## src/rtl/rr_arbiter.sv

```systemverilog
// Round-robin / fixed-priority request arbiter with registered one-hot grant.
// Define RR_ARBITER_TIMEOUT_EN to add a hold-timeout that pre-empts long grants.
module rr_arbiter #(
  parameter int N        = 4,
  parameter int RR_MODE  = 1,
  parameter int MAX_HOLD = 16
) (
  input  logic                 clk,
  input  logic                 rst_n,
  input  logic [N-1:0]         req,
  output logic [N-1:0]         gnt,
  output logic                 gnt_valid,
  output logic [$clog2(N)-1:0] gnt_id
);

  localparam int IDW = $clog2(N);
  localparam logic [N-1:0] GNT_ONE = {{(N-1){1'b0}}, 1'b1};
  localparam logic [IDW:0] N_W     = (IDW+1)'(N);

  if (N < 2 || N > 16 || MAX_HOLD < 1 || MAX_HOLD > 255) begin : g_bad_param
    $error("rr_arbiter: N must be 2..16 and MAX_HOLD 1..255");
  end

  typedef enum logic {IDLE, BUSY} state_t;

  state_t         state_q, state_nxt;
  logic [N-1:0]   gnt_q, gnt_nxt;
  logic [IDW-1:0] gnt_id_q, gnt_id_nxt;
  logic [IDW-1:0] last_id_q, last_id_nxt;

  logic [N-1:0]   cand;
  logic [IDW:0]   start_w, scan_w;
  logic           win_found;
  logic [IDW-1:0] win_id;
  logic           take, drop;

`ifdef RR_ARBITER_TIMEOUT_EN
  logic [7:0] hold_cnt_q, hold_cnt_nxt;
  logic       expired;
  assign expired = (hold_cnt_q == 8'(MAX_HOLD));
`endif

  // The holder is never a candidate: it is either releasing or being pre-empted.
  always_comb begin
    cand = req;
    if (state_q == BUSY) cand[gnt_id_q] = 1'b0;
  end

  // Circular scan from the pointer; fixed priority always starts at index 0.
  always_comb begin
    win_found = 1'b0;
    win_id    = '0;
    scan_w    = '0;
    start_w   = '0;
    if (RR_MODE != 0) begin
      start_w = {1'b0, last_id_q} + (IDW+1)'(1);
      if (start_w >= N_W) start_w = start_w - N_W;
    end
    for (int k = 0; k < N; k++) begin
      scan_w = start_w + (IDW+1)'(k);
      if (scan_w >= N_W) scan_w = scan_w - N_W;
      if (!win_found && cand[scan_w[IDW-1:0]]) begin
        win_found = 1'b1;
        win_id    = scan_w[IDW-1:0];
      end
    end
  end

  // NOTE: every signal assigned in a combinational block gets a default first,
  // so no path leaves it unassigned and no latch is inferred.
  always_comb begin
    state_nxt   = state_q;
    gnt_nxt     = gnt_q;
    gnt_id_nxt  = gnt_id_q;
    last_id_nxt = last_id_q;
    take        = 1'b0;
    drop        = 1'b0;
    case (state_q)
      IDLE: take = win_found;
      BUSY: begin
        if (!req[gnt_id_q]) begin
          take = win_found;
          drop = !win_found;
        end
`ifdef RR_ARBITER_TIMEOUT_EN
        else if (expired && win_found) begin
          take = 1'b1;
        end
`endif
      end
      default: drop = 1'b1;
    endcase

    if (take) begin
      state_nxt   = BUSY;
      gnt_nxt     = GNT_ONE << win_id;
      gnt_id_nxt  = win_id;
      last_id_nxt = win_id;
    end else if (drop) begin
      state_nxt  = IDLE;
      gnt_nxt    = '0;
      gnt_id_nxt = '0;
    end
  end

`ifdef RR_ARBITER_TIMEOUT_EN
  always_comb begin
    hold_cnt_nxt = hold_cnt_q;
    if (take || drop)                       hold_cnt_nxt = '0;
    else if (state_q == BUSY && !expired)   hold_cnt_nxt = hold_cnt_q + 8'd1;
  end

  always_ff @(posedge clk or negedge rst_n) begin
    if (!rst_n) hold_cnt_q <= '0;
    else        hold_cnt_q <= hold_cnt_nxt;
  end
`endif

  // NOTE: state registers use non-blocking assignments so every flop samples
  // the pre-edge values, independent of statement order.
  always_ff @(posedge clk or negedge rst_n) begin
    if (!rst_n) begin
      state_q   <= IDLE;
      gnt_q     <= '0;
      gnt_id_q  <= '0;
      last_id_q <= IDW'(N - 1);
    end else begin
      state_q   <= state_nxt;
      gnt_q     <= gnt_nxt;
      gnt_id_q  <= gnt_id_nxt;
      last_id_q <= last_id_nxt;
    end
  end

  assign gnt       = gnt_q;
  assign gnt_valid = (state_q == BUSY);
  assign gnt_id    = gnt_id_q;

endmodule

```

## config.mk

```make
export PLATFORM = sky130hd
export DESIGN_NAME = rr_arbiter
export DESIGN_NICKNAME = d
export VERILOG_FILES = /design/src/rtl/rr_arbiter.sv
export SDC_FILE = /design/constraint.sdc
export NUM_CORES = 1
export LEC_CHECK = 0
export CAP_MARGIN = 30
export CORE_AREA = 5 5 42 44
export DETAILED_ROUTE_END_ITERATION = 8
export DIE_AREA = 0 0 47 49
export PLACE_DENSITY = 0.71
export SLEW_MARGIN = 10
export SYNTH_ARGS = -nofsm -noshare
export SYNTH_HDL_FRONTEND = slang
export SYNTH_SLANG_ARGS = --single-unit
export TNS_END_PERCENT = 10
```

## constraint.sdc

```tcl
create_clock -name clk -period 3 [get_ports clk]
set_input_delay 0.6 -clock clk [delete_from_list [all_inputs] [get_ports clk]]
set_output_delay 0.6 -clock clk [all_outputs]
set_load 0.005 [all_outputs]
```

# After elaboration in Yosys (flattened, before gate mapping)
# Cells that the tools add are included.
word_totals:
  regBits: 9
  input_bits: 6
  output_inout_bits: 7
  wordCells: 73
op_classes:
  n_addsub: 9
  n_lt_le_gt_ge: 11
  n_shift: 1
  mux: 36
  bitwise_logic: 3
  reduce_logical: 9
op_table:
  columns: ["operator", "count"]
  rows:
  - ["$mux W2", 10]
  - ["$ge A3 B3 Y1 const B", 5]
  - ["$lt A2 B3 Y1 const B", 5]
  - ["$mux W1", 15]
  - ["$mux W4", 3]
  - ["$bmux W1 S2", 5]
  - ["$sub A2 B1 Y2 const B", 4]
  - ["$add A3 B2 Y3 const B", 2]
  - ["$and A4 B4 Y4", 1]
  - ["$logic_and A1 B1 Y1", 4]
  - ["$logic_not A1 Y1", 4]
  - ["$not A4 Y4", 1]
  - ["$shl A1 B2 Y4 const A", 1]
  - ["$add A2 B1 Y3 const B", 1]
  - ["$add A3 B1 Y3 const B", 1]
  - ["$mux W3", 1]
  - ["$sub A3 B3 Y3 const B", 1]
  - ["$demux W1 S2", 1]
  - ["$ge A2 B1 Y1 const B", 1]
  - ["$pmux W1 S2", 1]
  - ["$reduce_bool A2 Y1", 1]
  - ["$not A1 Y1", 1]

# Longest topological paths before layout
logic_depth:
  word_depth: 24
  depth_mapped: 6
  depth_no_buf: 5

# Worst setup path before layout
# OpenSTA, ideal clock, no wires.
synth_timing:
  path_type: "input to register"
  start: "input req[2]"
  end: "register last_id_q[0]"
  setup_ns: 0.082
  arrival_time_ns: 1.600
  required_ns: 2.918
  setup_slack_ns: 1.318
  stages: 5
  path_buffers: 0
  path_cell_list: "mux2_2 o22ai_2 inv_1 o21ai_2 mux2_2"
synth_via:
  elab_chain_cells: 16
  word_cells_on_any_way: 28
  cone_classes: "21 x mux; 1 x bitwise; 6 x reduce/logical"
synth_rtl:
  columns: ["item", "line_no", "rtl"]
  rows:
  - ["from (decl)", "10", "input logic [N-1:0] req,"]
  - ["$and A4 B4 Y4 (no line)", null, null]
  - ["$mux W4", "46", "if (state_q == BUSY) cand[gnt_id_q] = 1'b0;"]
  - ["$bmux W1 S2", "62", "if (!win_found && cand[scan_w[IDW-1:0]]) begin"]
  - ["$mux W1 (not written as such)", "62", null]
  - ["$mux W1", "62", null]
  - ["$logic_not A1 Y1", "62", null]
  - ["$logic_and A1 B1 Y1", "62", null]
  - ["$mux W1", "62", null]
  - ["$logic_not A1 Y1", "62", null]
  - ["$logic_and A1 B1 Y1", "62", null]
  - ["$mux W1", "62", null]
  - ["$logic_not A1 Y1", "62", null]
  - ["$logic_and A1 B1 Y1", "62", null]
  - ["$mux W1", "62", null]
  - ["$mux W1", "81", "if (!req[gnt_id_q]) begin"]
  - ["$pmux W1 S2", "78", "case (state_q)"]
  - ["to (signal assigned)", "126", "last_id_q <= IDW'(N - 1);"]
  - ["to (signal assigned)", "131", "last_id_q <= last_id_nxt;"]
  - ["to (decl)", "29", "logic [IDW-1:0] last_id_q, last_id_nxt;"]
# Several ways; a longest one is shown, not always the timed one. The select of a mux whose other input is x is not followed.
# A chain may end at the register's enable or synchronous reset.

# Final worst setup path
layout_timing:
  start: "input req[1]"
  end: "register gnt_id_q[0], in the netlist gnt_id[0]"
layout_via:
  elab_chain_cells: 18
  word_cells_on_any_way: 33
  cone_classes: "24 x mux; 1 x bitwise; 8 x reduce/logical"
layout_rtl:
  columns: ["item", "line_no", "rtl"]
  rows:
  - ["$and A4 B4 Y4 (no line)", null, null]
  - ["$mux W4", "46", null]
  - ["$bmux W1 S2", "62", null]
  - ["$mux W1 (not written as such)", "62", null]
  - ["$mux W1", "62", null]
  - ["$logic_not A1 Y1", "62", null]
  - ["$logic_and A1 B1 Y1", "62", null]
  - ["$mux W1", "62", null]
  - ["[... 2 more ...]", null, null]
  - ["$mux W1", "62", null]
  - ["$logic_not A1 Y1", "62", null]
  - ["$logic_and A1 B1 Y1", "62", null]
  - ["$mux W1", "62", null]
  - ["$logic_not A1 Y1", "83", "drop = !win_found;"]
  - ["$mux W1", "81", null]
  - ["$mux W1", "78", null]
  - ["$reduce_bool A2 Y1 (no line)", null, null]
  - ["to (signal assigned)", "130", "gnt_id_q <= gnt_id_nxt;"]
  - ["to (decl)", "28", "logic [IDW-1:0] gnt_id_q, gnt_id_nxt;"]
# Several ways; a longest one is shown, not always the timed one. The select of a mux whose other input is x is not followed.

==> reports/qor.yml <==
critPathKind: "in -> reg"
yosysWarningCount: 0
vias_per_cell: 6.02
postCtsSetupBuffers: 0
grt_pass1_vias: 518
grt_pass1_wl_um: 2420
worstHoldPathType: "reg -> reg"
routed.top_layer: "met4"
holdBufCountCts: 0
final.min_clock_period_ns: 2.13
ys_seq_area_share_pct: 37.1
fin_skew_ns: 0.0107
cts_made_buffers: 3
fin_nets: 83
ys_types: 30
synth_top_cell_area_share_pct: 28.5
max_freq_mhz: 470
grt_max_degree: 10
syn_nets: 67
die_y_um: 49
clock_sinks: 9
io-pin-count: 13
cts.clk_slew.worst_paths_ns: 0.07
rsz0062_at_grt: "false"
holdWs_ns: 0.500
die_area_um2: 2300
post-route-period-util_pct: 70.9
antenna_found_initial: 0
cts.repair.resized: 0
ys_seq_elements: 9
place.gp.congestion: 0.782
drive_gt1_share_pct: 22.4
synth_edf_count: 0
layout_common_cells: "12 x clkdlybuf4s50_1, 9 x nand2_1, 7 x dfrtp_1, 4 x o21ai_0"
dp_hpwl_um: 1040
final_common_cell: "clkdlybuf4s50_1"
syn_inst: 61
routed_wl_um: 1440
htree_num_levels: 1
ant_nets: 0
peakVddDrop_v: 0.000492
met1_length_um: 653
die_w_um: 47
slew_headroom_pct: 72.4
asyncSetResetFlopFracSynth_pct: 100
start_kind: "primary input"
maxSlewViolCount: 0
clockRootBuffer: "clkbuf_4"
grt_overflow: 0
syn_area_per_cell_um2: 10.1
routedWlPerCell_um: 15.7
initial_utilization_pct: 43.8
vias: 554
drc: 0
outcome: "completed"
synth_top_area_cell: "dfrtp_1"
n_antenna_cell: 0
clock_latency_ns: 0.27
required_ns: 3.18
power_density_nw_per_um2: 1000
num_rows: 14
syn_area_um2: 614
coreArea_um2: 1400
endpoint_kind: "flop"
arrival_ns: 2.31
io_buffers: 12
drt-initial-drc-count: 20
cts.path.max_buffers: 2
drt_first_pass_iters: 4
maxCapViolations: 0
grt_use_total_pct: 14.3
routed-wl-met2_um: 690
synthFlopType: "dfrtp_1"
area_growth_pct: 25.3
cts_tree: "done"
setup_viol: 0
critPathMaxFanout: 8
finalSetupTns_ns: 0
worst_pin_slew_ns: 0.412
power.leakage_nw: 0.307
ys_top_cells_by_area: "dfrtp_1 29%, dfstp_2 8.6%, nand2_1 5.5%, mux2_2 5.5%, o211ai_1 3.7%"
hold_viol: 0
route.met3.wl_um: 96
## logic make-up (layout without fill, tap and decap cells)
kind of cell	after synthesis	after routing	share of synthesized area, %
DFF	9	9	37.1
buffers and inverters	4	19	3.67
and+or+nand+nor	22	22	18.7
muxes	4	4	7.94
AOI/OAI and AO/OA	22	22	32.6
## through the flow
step           instances  instance area (um2)  setup WS, ns  util, %  power, mW
6_report              92                  769         0.873     54.9      0.772
5_1_grt               92                  769         0.761     54.9      0.833
4_1_cts               92                  769         0.874     54.9      0.779
3_5_place_dp          88                  743         0.623     53.0      0.673
3_3_place_gp          88                  743         0.641     53.0      0.670
2_1_floorplan         61                  614          1.32        -      0.549
## cells in the mapped netlist (2+ instances only)
cell type,n
mux2_2,3
o21ai_0,4
a21o_2,2
inv_1,2
nand3_1,3
a22o_1,2
o2111ai_1,2
nand3b_1,2
dfrtp_1,7
dfstp_2,2
nor2_1,3
nand2_1,9
o211ai_1,3
## critical path: stages
cell and delay, ns:
clkdlybuf4s50_1 0.54, or4_1 0.61, o21ai_1 0.35, nand2_1 0.11
o21ai_0 0.10
## power by group
part           leakage (nW)  switching, mW  internal, mW
logic                 0.184          0.207         0.220
clock network        0.0150         0.0447        0.0513
registers             0.108         0.0686         0.180
total                 0.307          0.321         0.451
## path summary, 6_finish.rpt
check	start	to	slack [ns]	depth (start not counted)
worst max-delay path	req[1]	gnt_id[0]$_DFFE_PN0P_	0.87	5
worst min-delay path	gnt[0]$_DFFE_PN0P_	gnt[0]$_DFFE_PN0P_	0.50	2
worst max register to register	gnt_id[0]$_DFFE_PN0P_	last_id_q[0]$_DFFE_PN1P_	1.15	5
worst min register to register	gnt[0]$_DFFE_PN0P_	gnt[0]$_DFFE_PN0P_	0.50	2
max in group asynchronous	rst_n	last_id_q[0]$_DFFE_PN1P_	2.04	1
min in group asynchronous	rst_n	gnt_id[1]$_DFFE_PN0P_	0.63	1
## flip-flops by register name (all words and copies together) (netlist names)
signal / cells
gnt_valid: 1
gnt_id: 2
last_id_q: 2
gnt: 4
## area by class of cell
type / count / area [um2]
clock buffers: 4 / 26.3
fillers: 138 / 632
inverters: 3 / 11.3
multi-input cells: 48 / 364
flip-flops and latches: 9 / 228
well taps: 16 / 20.0
repair buffers: 12 / 120
## routing by layer
metal	vias to the layer above	track usage [%]
met3	2	5.54
met2	18	19.9
li1	263	-
met1	271	20.3
met5	-	0
met4	0	4.15
Note: power is estimated with default switching activity, not from simulation.
==> variant, RTL diff (same settings) <==
Change the parameter `RR_MODE` from 1 to 0.
--- a/src/rtl/rr_arbiter.sv
+++ b/src/rtl/rr_arbiter.sv
@@ -2,7 +2,7 @@
 // Define RR_ARBITER_TIMEOUT_EN to add a hold-timeout that pre-empts long grants.
 module rr_arbiter #(
   parameter int N        = 4,
-  parameter int RR_MODE  = 1,
+  parameter int RR_MODE  = 0,
   parameter int MAX_HOLD = 16
 ) (
   input  logic                 clk,
Function: changed (a bounded check fails within 4 cycles, from zero or initial values and one cycle with rst_n low).
==> variant against the original RTL <==
- clock power fell by 8.3%
- final cell count fell by 23%
- via count fell by 35%
- sequential power fell by 42%
- setup slack improved by 0.13 ns
- non-clock buffer count did not move
- sequential cell count fell by 2
- routed wire length fell by 33%
- cell area fell by 27%
- largest cell class unchanged
- critical path type unchanged
- power fell by 52%
- synthesized area fell by 34%
- utilization fell by 15 points
- highest routed layer unchanged
==> variant: results (changes against the original RTL) <==
status:
  outcome: "complete, no violations"
cts:
  clk-insertion-delay-late_ns: 0.25  # -0.02 ns
  clkTransAtPathRegs_ns: 0.05  # -0.02 ns
finish:
  drive_above_1_share: 0.127  # -0.0964
  final_net_count: 62  # -25%
drt:
  drt-initial-drc-count: 8  # -60%
  vias_per_cell: 5.08  # -16%
power_and_ir_drop:
  peakVddDrop_v: 0.000334  # -32%
  leakagePower_nw: 0.235  # -23%
  power.switching_mw: 0.114  # -64%
  clock_net_power_mw: 0.0880  # -8.3%
  power_combinational_mw: 0.137  # -68%
global_route:
  grt_pass1_wl_um: 1650  # -32%
  grt_pass1_vias: 376  # -27%
  grtUsageTotal: 0.101  # -0.0423
synthesis:
  syn_inst: 40  # -34%
  yosysSeqAreaShare: 0.429  # +0.0588
  syn_nets: 46  # -31%
  muxShareOfSynthArea: 0.0613  # -0.0181
  synth_area_leaders: "dfrtp_1 (43%), a32o_1 (4.9%), nor2_1 (4.6%)"
  synth_compound_area_frac: 0.242  # -0.0835
place:
  place_inst: 67  # -24%
  place_congestion: 0.915  # +17%
setup_path:
  ff2ff_setup_slack_ns: 1.25  # +0.10 ns
  cp_max_fo: 7  # -1
timing:
  worstMarginPinSlew_ns: 0.326  # -0.0861 ns
==> variant: per-layer routing <==
metal	track usage	wire, um	up-vias	share of wire
met3	0.0332	58	3	0.060
met4	0.0691	29	0	0.030
met5	0	0	-	0
li1	-	-	178	-
met2	0.127	425	13	0.44
met1	0.140	448	167	0.47
==> variant: layout make-up <==
cell class                      count  area, um2
Clock buffer                        4       26.3
Fill cell                         150        838
Inverter                            1       3.75
Multi-Input combinational cell     31        218
Sequential cell                     7        175
Tap cell                           16       20.0
Timing Repair Buffer               12        120
==> variant: worst paths after layout <==
check / startpoint / to / cells past startpoint
worst max-delay path: req[1] / gnt[1] / 5
worst min-delay path: gnt[2] / gnt[2] / 1
worst max register to register: gnt_id[0] / gnt[1] / 4
worst min register to register: gnt[2] / gnt[2] / 1
max in group asynchronous: rst_n / gnt_id[0] / 1
min in group asynchronous: rst_n / gnt[3] / 1
